<file path="config.mk">
export PLATFORM = sky130hd
export DESIGN_NAME = nav_data_mod
export DESIGN_NICKNAME = d
export VERILOG_FILES = /design/src/rtl/nav_data_mod.sv
export SDC_FILE = /design/constraint.sdc
export NUM_CORES = 1
export LEC_CHECK = 0
export CAP_MARGIN = 30
export CELL_PAD_IN_SITES_DETAIL_PLACEMENT = 1
export CELL_PAD_IN_SITES_GLOBAL_PLACEMENT = 2
export CORE_UTILIZATION = 35
export DETAILED_ROUTE_END_ITERATION = 10
export PLACE_DENSITY = 0.9
export SLEW_MARGIN = 20
export SYNTH_ARGS = -nofsm -noshare
export SYNTH_HDL_FRONTEND = slang
export SYNTH_SLANG_ARGS = --single-unit
</file>
<file path="constraint.sdc">
create_clock -name clk_in -period 5.75 [get_ports clk_in]
set_clock_uncertainty 0.15 [all_clocks]
set_input_delay 1.15 -clock clk_in [delete_from_list [all_inputs] [get_ports clk_in]]
set_output_delay 1.15 -clock clk_in [all_outputs]
set_load 0.05 [all_outputs]
</file>
<file path="src/rtl/nav_data_mod.sv">
// Navigation-data modulator downstream of the C/A code generator: chip/epoch/bit timing,
// one-deep word holding register, MSB-first data shifting. Optional macro: UNDERRUN_CNT_EN.
module nav_data_mod #(
  parameter int unsigned CHIPS_PER_EPOCH = 1023,
  parameter int unsigned EPOCHS_PER_BIT  = 20,
  parameter int unsigned WORD_W          = 30
) (
  input  logic              clk_in,
  input  logic              rst_in,
  input  logic              ena_in,
  input  logic              gc_in,
  input  logic [WORD_W-1:0] word_in,
  input  logic              word_valid_in,
  output logic              word_ready_out,
  output logic              sig_out,
  output logic              epoch_out,
  output logic              bit_strobe_out,
  output logic              underrun_out
`ifdef UNDERRUN_CNT_EN
  ,
  output logic [7:0]        underrun_cnt_out
`endif
);

  localparam int unsigned CW = (CHIPS_PER_EPOCH > 1) ? $clog2(CHIPS_PER_EPOCH) : 1;
  localparam int unsigned EW = (EPOCHS_PER_BIT > 1) ? $clog2(EPOCHS_PER_BIT) : 1;
  localparam int unsigned BW = (WORD_W > 1) ? $clog2(WORD_W) : 1;

  typedef enum logic {IDLE, RUN} state_t;

  state_t            state, state_next;
  logic [CW-1:0]     chip_cnt;
  logic [EW-1:0]     epoch_cnt;
  logic [BW-1:0]     bit_cnt;
  logic [WORD_W-1:0] hold_reg;
  logic [WORD_W-1:0] shift_reg;
  logic              hold_full;

  logic chip_wrap, epoch_wrap, bit_end, last_bit, accept;
  logic load_shift, do_shift, underrun, data_bit;

  assign chip_wrap      = (chip_cnt == CW'(CHIPS_PER_EPOCH - 1));
  assign epoch_wrap     = (epoch_cnt == EW'(EPOCHS_PER_BIT - 1));
  assign bit_end        = ena_in & chip_wrap & epoch_wrap;
  assign last_bit       = (bit_cnt == BW'(WORD_W - 1));
  assign word_ready_out = ~hold_full;
  assign accept         = word_valid_in & ~hold_full;

  always_ff @(posedge clk_in) begin
    if (rst_in) state <= IDLE;
    else        state <= state_next;
  end

  always_comb begin
    state_next = state;
    load_shift = 1'b0;
    do_shift   = 1'b0;
    underrun   = 1'b0;
    data_bit   = 1'b0;
    case (state)
      IDLE: begin
        if (bit_end && hold_full) begin
          load_shift = 1'b1;
          state_next = RUN;
        end
      end
      RUN: begin
        data_bit = shift_reg[WORD_W-1];
        if (bit_end) begin
          if (!last_bit) begin
            do_shift = 1'b1;
          end else if (hold_full) begin
            load_shift = 1'b1;
          end else begin
            underrun   = 1'b1;
            state_next = IDLE;
          end
        end
      end
      default: state_next = IDLE;
    endcase
  end

  always_ff @(posedge clk_in) begin
    if (rst_in) begin
      chip_cnt       <= '0;
      epoch_cnt      <= '0;
      bit_cnt        <= '0;
      hold_reg       <= '0;
      shift_reg      <= '0;
      hold_full      <= 1'b0;
      sig_out        <= 1'b0;
      epoch_out      <= 1'b0;
      bit_strobe_out <= 1'b0;
      underrun_out   <= 1'b0;
    end else begin
      epoch_out      <= ena_in & chip_wrap;
      bit_strobe_out <= bit_end;
      underrun_out   <= underrun;

      if (ena_in) begin
        sig_out  <= gc_in ^ data_bit;
        chip_cnt <= chip_wrap ? '0 : chip_cnt + CW'(1);
        if (chip_wrap) epoch_cnt <= epoch_wrap ? '0 : epoch_cnt + EW'(1);
      end

      if (load_shift) begin
        shift_reg <= hold_reg;
        bit_cnt   <= '0;
      end else if (do_shift) begin
        shift_reg <= shift_reg << 1;
        bit_cnt   <= bit_cnt + BW'(1);
      end

      // A same-edge capture wins over the transfer's clear; the transfer reads the old hold_reg.
      if (accept) begin
        hold_reg  <= word_in;
        hold_full <= 1'b1;
      end else if (load_shift) begin
        hold_full <= 1'b0;
      end
    end
  end

`ifdef UNDERRUN_CNT_EN
  always_ff @(posedge clk_in) begin
    if (rst_in)                                underrun_cnt_out <= '0;
    else if (underrun && underrun_cnt_out != '1) underrun_cnt_out <= underrun_cnt_out + 8'd1;
  end
`endif

endmodule

</file>
Word-level counts from Yosys, hierarchy flattened
Index checks and enable logic that the tools add are counted.
- flip-flop bits (word level): 86
- bits in latches: 0
- memory bits (writable): 0
- memory bits (read-only): 0
- input bits: 35
- word-level logic and storage cells: 50
- memories kept: 0
- $add $sub $neg: 3
- multipliers: 0
- div/mod/pow operators: 0
- order comparisons: 0
- equality and inequality tests: 3
- shift operators: 0
- mux-type cells: 19
- bitwise logic cells: 8
- reductions and logical operators: 6
- operators with widths (kind ; number):
    $mux 30 ; 2
    $mux 1 ; 13
    $add 10x1->10 const B ; 1
    $add 5x1->5 const B ; 2
    $eq 10x10->1 const B ; 1
    $eq 5x5->1 const B ; 2
    $mux 10 ; 1
    $mux 5 ; 1
    $not 1->1 ; 4
    $pmux 1 s2 ; 2
    $reduce_bool 2->1 ; 2
    $reduce_or 4->1 ; 1
    $and 1x1->1 ; 3
    $reduce_and 2->1 ; 1
    $reduce_or 2->1 ; 1
    $logic_and 1x1->1 ; 1
    $xor 1x1->1 ; 1

Logic depth before layout (Yosys ltp)
- depth after elaboration: 8
- gate-level depth with buffers: 9

Least setup slack after synthesis
No wires, ideal clock.
- path kind: in2reg
- start point: in ena_in
- end point: reg bit_cnt[3]
- setup time: 0.074 ns
- arrival: 2.285 ns
- data required time: 5.526 ns
- setup slack: 3.241 ns
- stages on the path: 4
- path buffers: 0
- path through: nand3_1 or4_4 or4_1 a31oi_1
- longest elaborated chain between the ends: 6
- elaborated cells on any way between the ends: 9
- RTL lines (element ; line ; text):
    start: declaration ; 10 ; input logic ena_in,
    $and 1x1->1 (*) (2 in a row) ; 44 ; assign bit_end = ena_in & chip_wrap & epoch_wrap;
    $logic_and 1x1->1 ; 62 ; if (bit_end && hold_full) begin
    $mux 1 ; 62 ;
    $pmux 1 s2 ; 60 ; case (state)
    $reduce_or 2->1 (no source line) ; -- ;
    end signal: assignment ; 112 ; bit_cnt <= bit_cnt + BW'(1);
    end: declaration ; 34 ; logic [BW-1:0] bit_cnt;
Mark *: on every way between the ends. The rest lies on a longest branch, timed or not.
A chain may end at the register's enable or synchronous reset.

Worst setup path in the final report
- start point: reg hold_full
- end point: out word_ready_out
- longest elaborated chain between the ends: 1
- RTL lines (element ; line ; text):
    start: declaration ; 37 ; logic hold_full;
    start signal: assignment ; 91 ; hold_full <= 1'b0;
    start signal: assignment ; 118 ; hold_full <= 1'b1;
    start signal: assignment ; 120 ; hold_full <= 1'b0;
    $not 1->1 ; 46 ; assign word_ready_out = ~hold_full;
    end: declaration ; 14 ; output logic word_ready_out,
No other way between the ends.

==> results_dict.tcl <==
set metrics [dict create \
    reg2reg_depth 9 \
    vias 3304 \
    clock-root-buffer "clkbuf_8" \
    crit_path_start_kind "flip-flop" \
    ios 40 \
    vias_per_cell 5.48 \
    drv_cap 0 \
    netlist_area_um2 3690 \
    initial_core_util_pct 35.9 \
    synth-main-ff-cell "dfxtp_1" \
    grt_pass1_wl_um 16800 \
    fin_util_pct 42.7 \
    grt_pass1_vias 3477 \
    crit_path_end_kind "output pin" \
    postCtsHoldBufs 0 \
    grt_max_degree 51 \
    cts_tree "yes" \
    antenna_found_initial 0 \
    drc 0 \
    cpMaxStageDelayCell "clkdlybuf4s50_1" \
    syn_nets 483 \
    synth_cells 443 \
    area_growth_pct 18.9 \
    antenna_cells 0 \
    ys_types 37 \
    synth_seq_cells 86 \
    finalMaxSlewViolations 0 \
    hold_path_class "flip-flop to flip-flop" \
    ctsHtreeMaxLevel 3 \
    worstHoldPathCells 2 \
    die_w_um 105 \
    ir_drop_mv 0.114 \
    path_delay_family "buffers and inverters" \
    finalSetupTns_ns 0 \
    cts_setup_buffers 0 \
    ant_nets 0 \
    cts.clk_slew.worst_paths_ns 0.08 \
    relSlewSlack_pct 46.1 \
    dieArea_um2 11000 \
    nFillCells 1232 \
    rsz0062_at_grt "no" \
    period_share_pct 62.1 \
    clock_latency_ns 0.36 \
    dp_hpwl_um 6260 \
    wl_per_cell_um 16.1 \
    synth_edf_count 0 \
    core_area_um2 10300 \
    drt_iter0_drc 128 \
    gp_congestion 0.764 \
    post-route-min-period_ns 3.57 \
    yosys_warnings 0 \
    setup_viol 0 \
    yosysSeqAreaShare_pct 46.7 \
    numClockSinks 86 \
    die_h_um 105 \
    status "finished, final reports clean" \
    worst_pin_slew_ns 0.801 \
    clock_path_buffers 2 \
    crit_chain "inv_1, buf_16, clkdlybuf4s50_1" \
    reg2reg_slack_ns 2.81 \
    required_ns 4.45 \
    critical_path.max_stage_delay_ns 0.82 \
    grt_overflow 0 \
    layout-drive-gt1-share_pct 6.42 \
    max_freq_mhz 280 \
    async_flop_share_pct 0 \
    worst-path-max-fanout 19 \
    cp.arrival_ns 2.27 \
    hold_viol_final 0 \
    cts_resized 0 \
    syn_avg_cell_area_um2 8.33 \
    crit_cells 3 \
    path_class "flip-flop to output pin" \
    drtPass1Iterations 4 \
    row_count 37 \
    final_nets 504 \
    grt_usage_pct 19.1 \
    leakage_nw 1.47 \
    place.port_buffers 39 \
    power_density_nw_per_um2 255 \
    drt-total-wl_um 9690 \
    cts_buffers 9 \
    cp_num_buf_inv 3 \
]
==> cells in the final DEF (no fill, tap or decap), types with 2 or more instances in the layout <==
master           synthesis  routed
and3_1                   2       2
o31ai_1                 29      29
or4_1                    2       2
nor3_1                   2       2
and2_1                   2       2
nand2b_1                 4       4
buf_4                    0       7
nor2_1                  12      12
nand2_1                 66      66
xor2_1                  10      10
dfxtp_1                 86      86
buf_16                   0       2
a31oi_1                  3       3
a221oi_1                29      29
o21ai_0                  9       9
nor4_1                   3       3
clkdlybuf4s50_1          0      38
a211oi_1                 3       3
a21oi_1                 38      38
nand3b_1                 3       3
or3_1                    3       3
ha_1                     5       5
and4_1                   2       2
nand3_1                 39      39
inv_1                   32      32
nand4_1                  9       9
clkbuf_8                 0      12
==> power breakdown <==
part / internal (mW) / switching [mW]
sequential: 0.610 / 0.0111
combinational: 0.0484 / 0.0535
clock: 0.188 / 0.206
==> worst min-delay path: cells and delay by family, from the launching register on <==
family | cells | cell delay, ns
simple gates | 1 | 0.05
flops | 1 | 0.32
compound gates | 1 | 0.05
==> cell usage after synthesis (2+ instances only) <==
library cell	number	area (µm²)
dfxtp_1	86	1720
nand2_1	66	248
nand3_1	39	195
a21oi_1	38	190
inv_1	32	120
clkbuf_1	31	116
a221oi_1	29	254
o31ai_1	29	218
nor2_1	12	45.0
xor2_1	10	87.6
nand4_1	9	56.3
o21ai_0	9	45.0
ha_1	5	62.6
buf_2	4	20.0
nand2b_1	4	25.0
a211oi_1	3	22.5
a31oi_1	3	18.8
buf_1	3	11.3
nand3b_1	3	22.5
nor4_1	3	18.8
or3_1	3	18.8
and2_1	2	12.5
and3_1	2	12.5
and4_1	2	17.5
nor3_1	2	10.0
o21ai_1	2	10.0
or4_1	2	15.0
==> cells by family (layout without fill, tap and decap cells) <==
group	count (synthesis)	after routing	synth area share [%]
xor+xnor	11	11	2.61
compound gates	113	113	20.6
simple gates	157	157	20.9
mux	1	1	0.271
fa+ha+maj	5	5	1.70
flops	86	86	46.7
buf+inv	70	94	7.26
==> metrics by stage <==
step | setup slack (ns) | hold WS (ns) | power (mW) | instances | instance area (µm²)
detailed placement | 2.22 | 0.306 | 0.738 | 589 | 4210
floorplan | 3.24 | 0.286 | 0.687 | 443 | 3690
CTS | 2.17 | 0.317 | 1.13 | 603 | 4380
global placement | 2.27 | 0.299 | 0.728 | 587 | 4160
global route | 2.08 | 0.337 | 1.17 | 603 | 4380
finish | 2.18 | 0.315 | 1.12 | 603 | 4380
==> cell type report <==
| type | count | area (µm²) | share of cell area, % |
|---|---|---|---|
| multi-input cells | 287 | 1710 | 38.9 |
| flip-flops and latches | 86 | 1720 | 39.3 |
| inverters | 32 | 120 | 2.74 |
| clock buffers | 13 | 169 | 3.85 |
| well taps | 136 | 170 | 3.88 |
| repair buffers | 48 | 493 | 11.2 |
| clock inverters | 1 | 5.00 | 0.114 |
==> per-layer routing <==
layer	share of wire, %	track usage, %	up-vias
li1	-	-	1610
met2	48	32.6	40
met1	48	23.6	1642
met5	0	0	-
met3	2.7	4.74	12
met4	1.5	5.84	0
==> worst paths after layout <==
path | end | from
worst min-delay path | hold_reg[21] | hold_reg[21]
worst max-delay path | word_ready_out | hold_full
worst min register to register | hold_reg[21] | hold_reg[21]
worst max register to register | shift_reg[13] | bit_cnt[1]
Power figures use the tool's default switching activity.
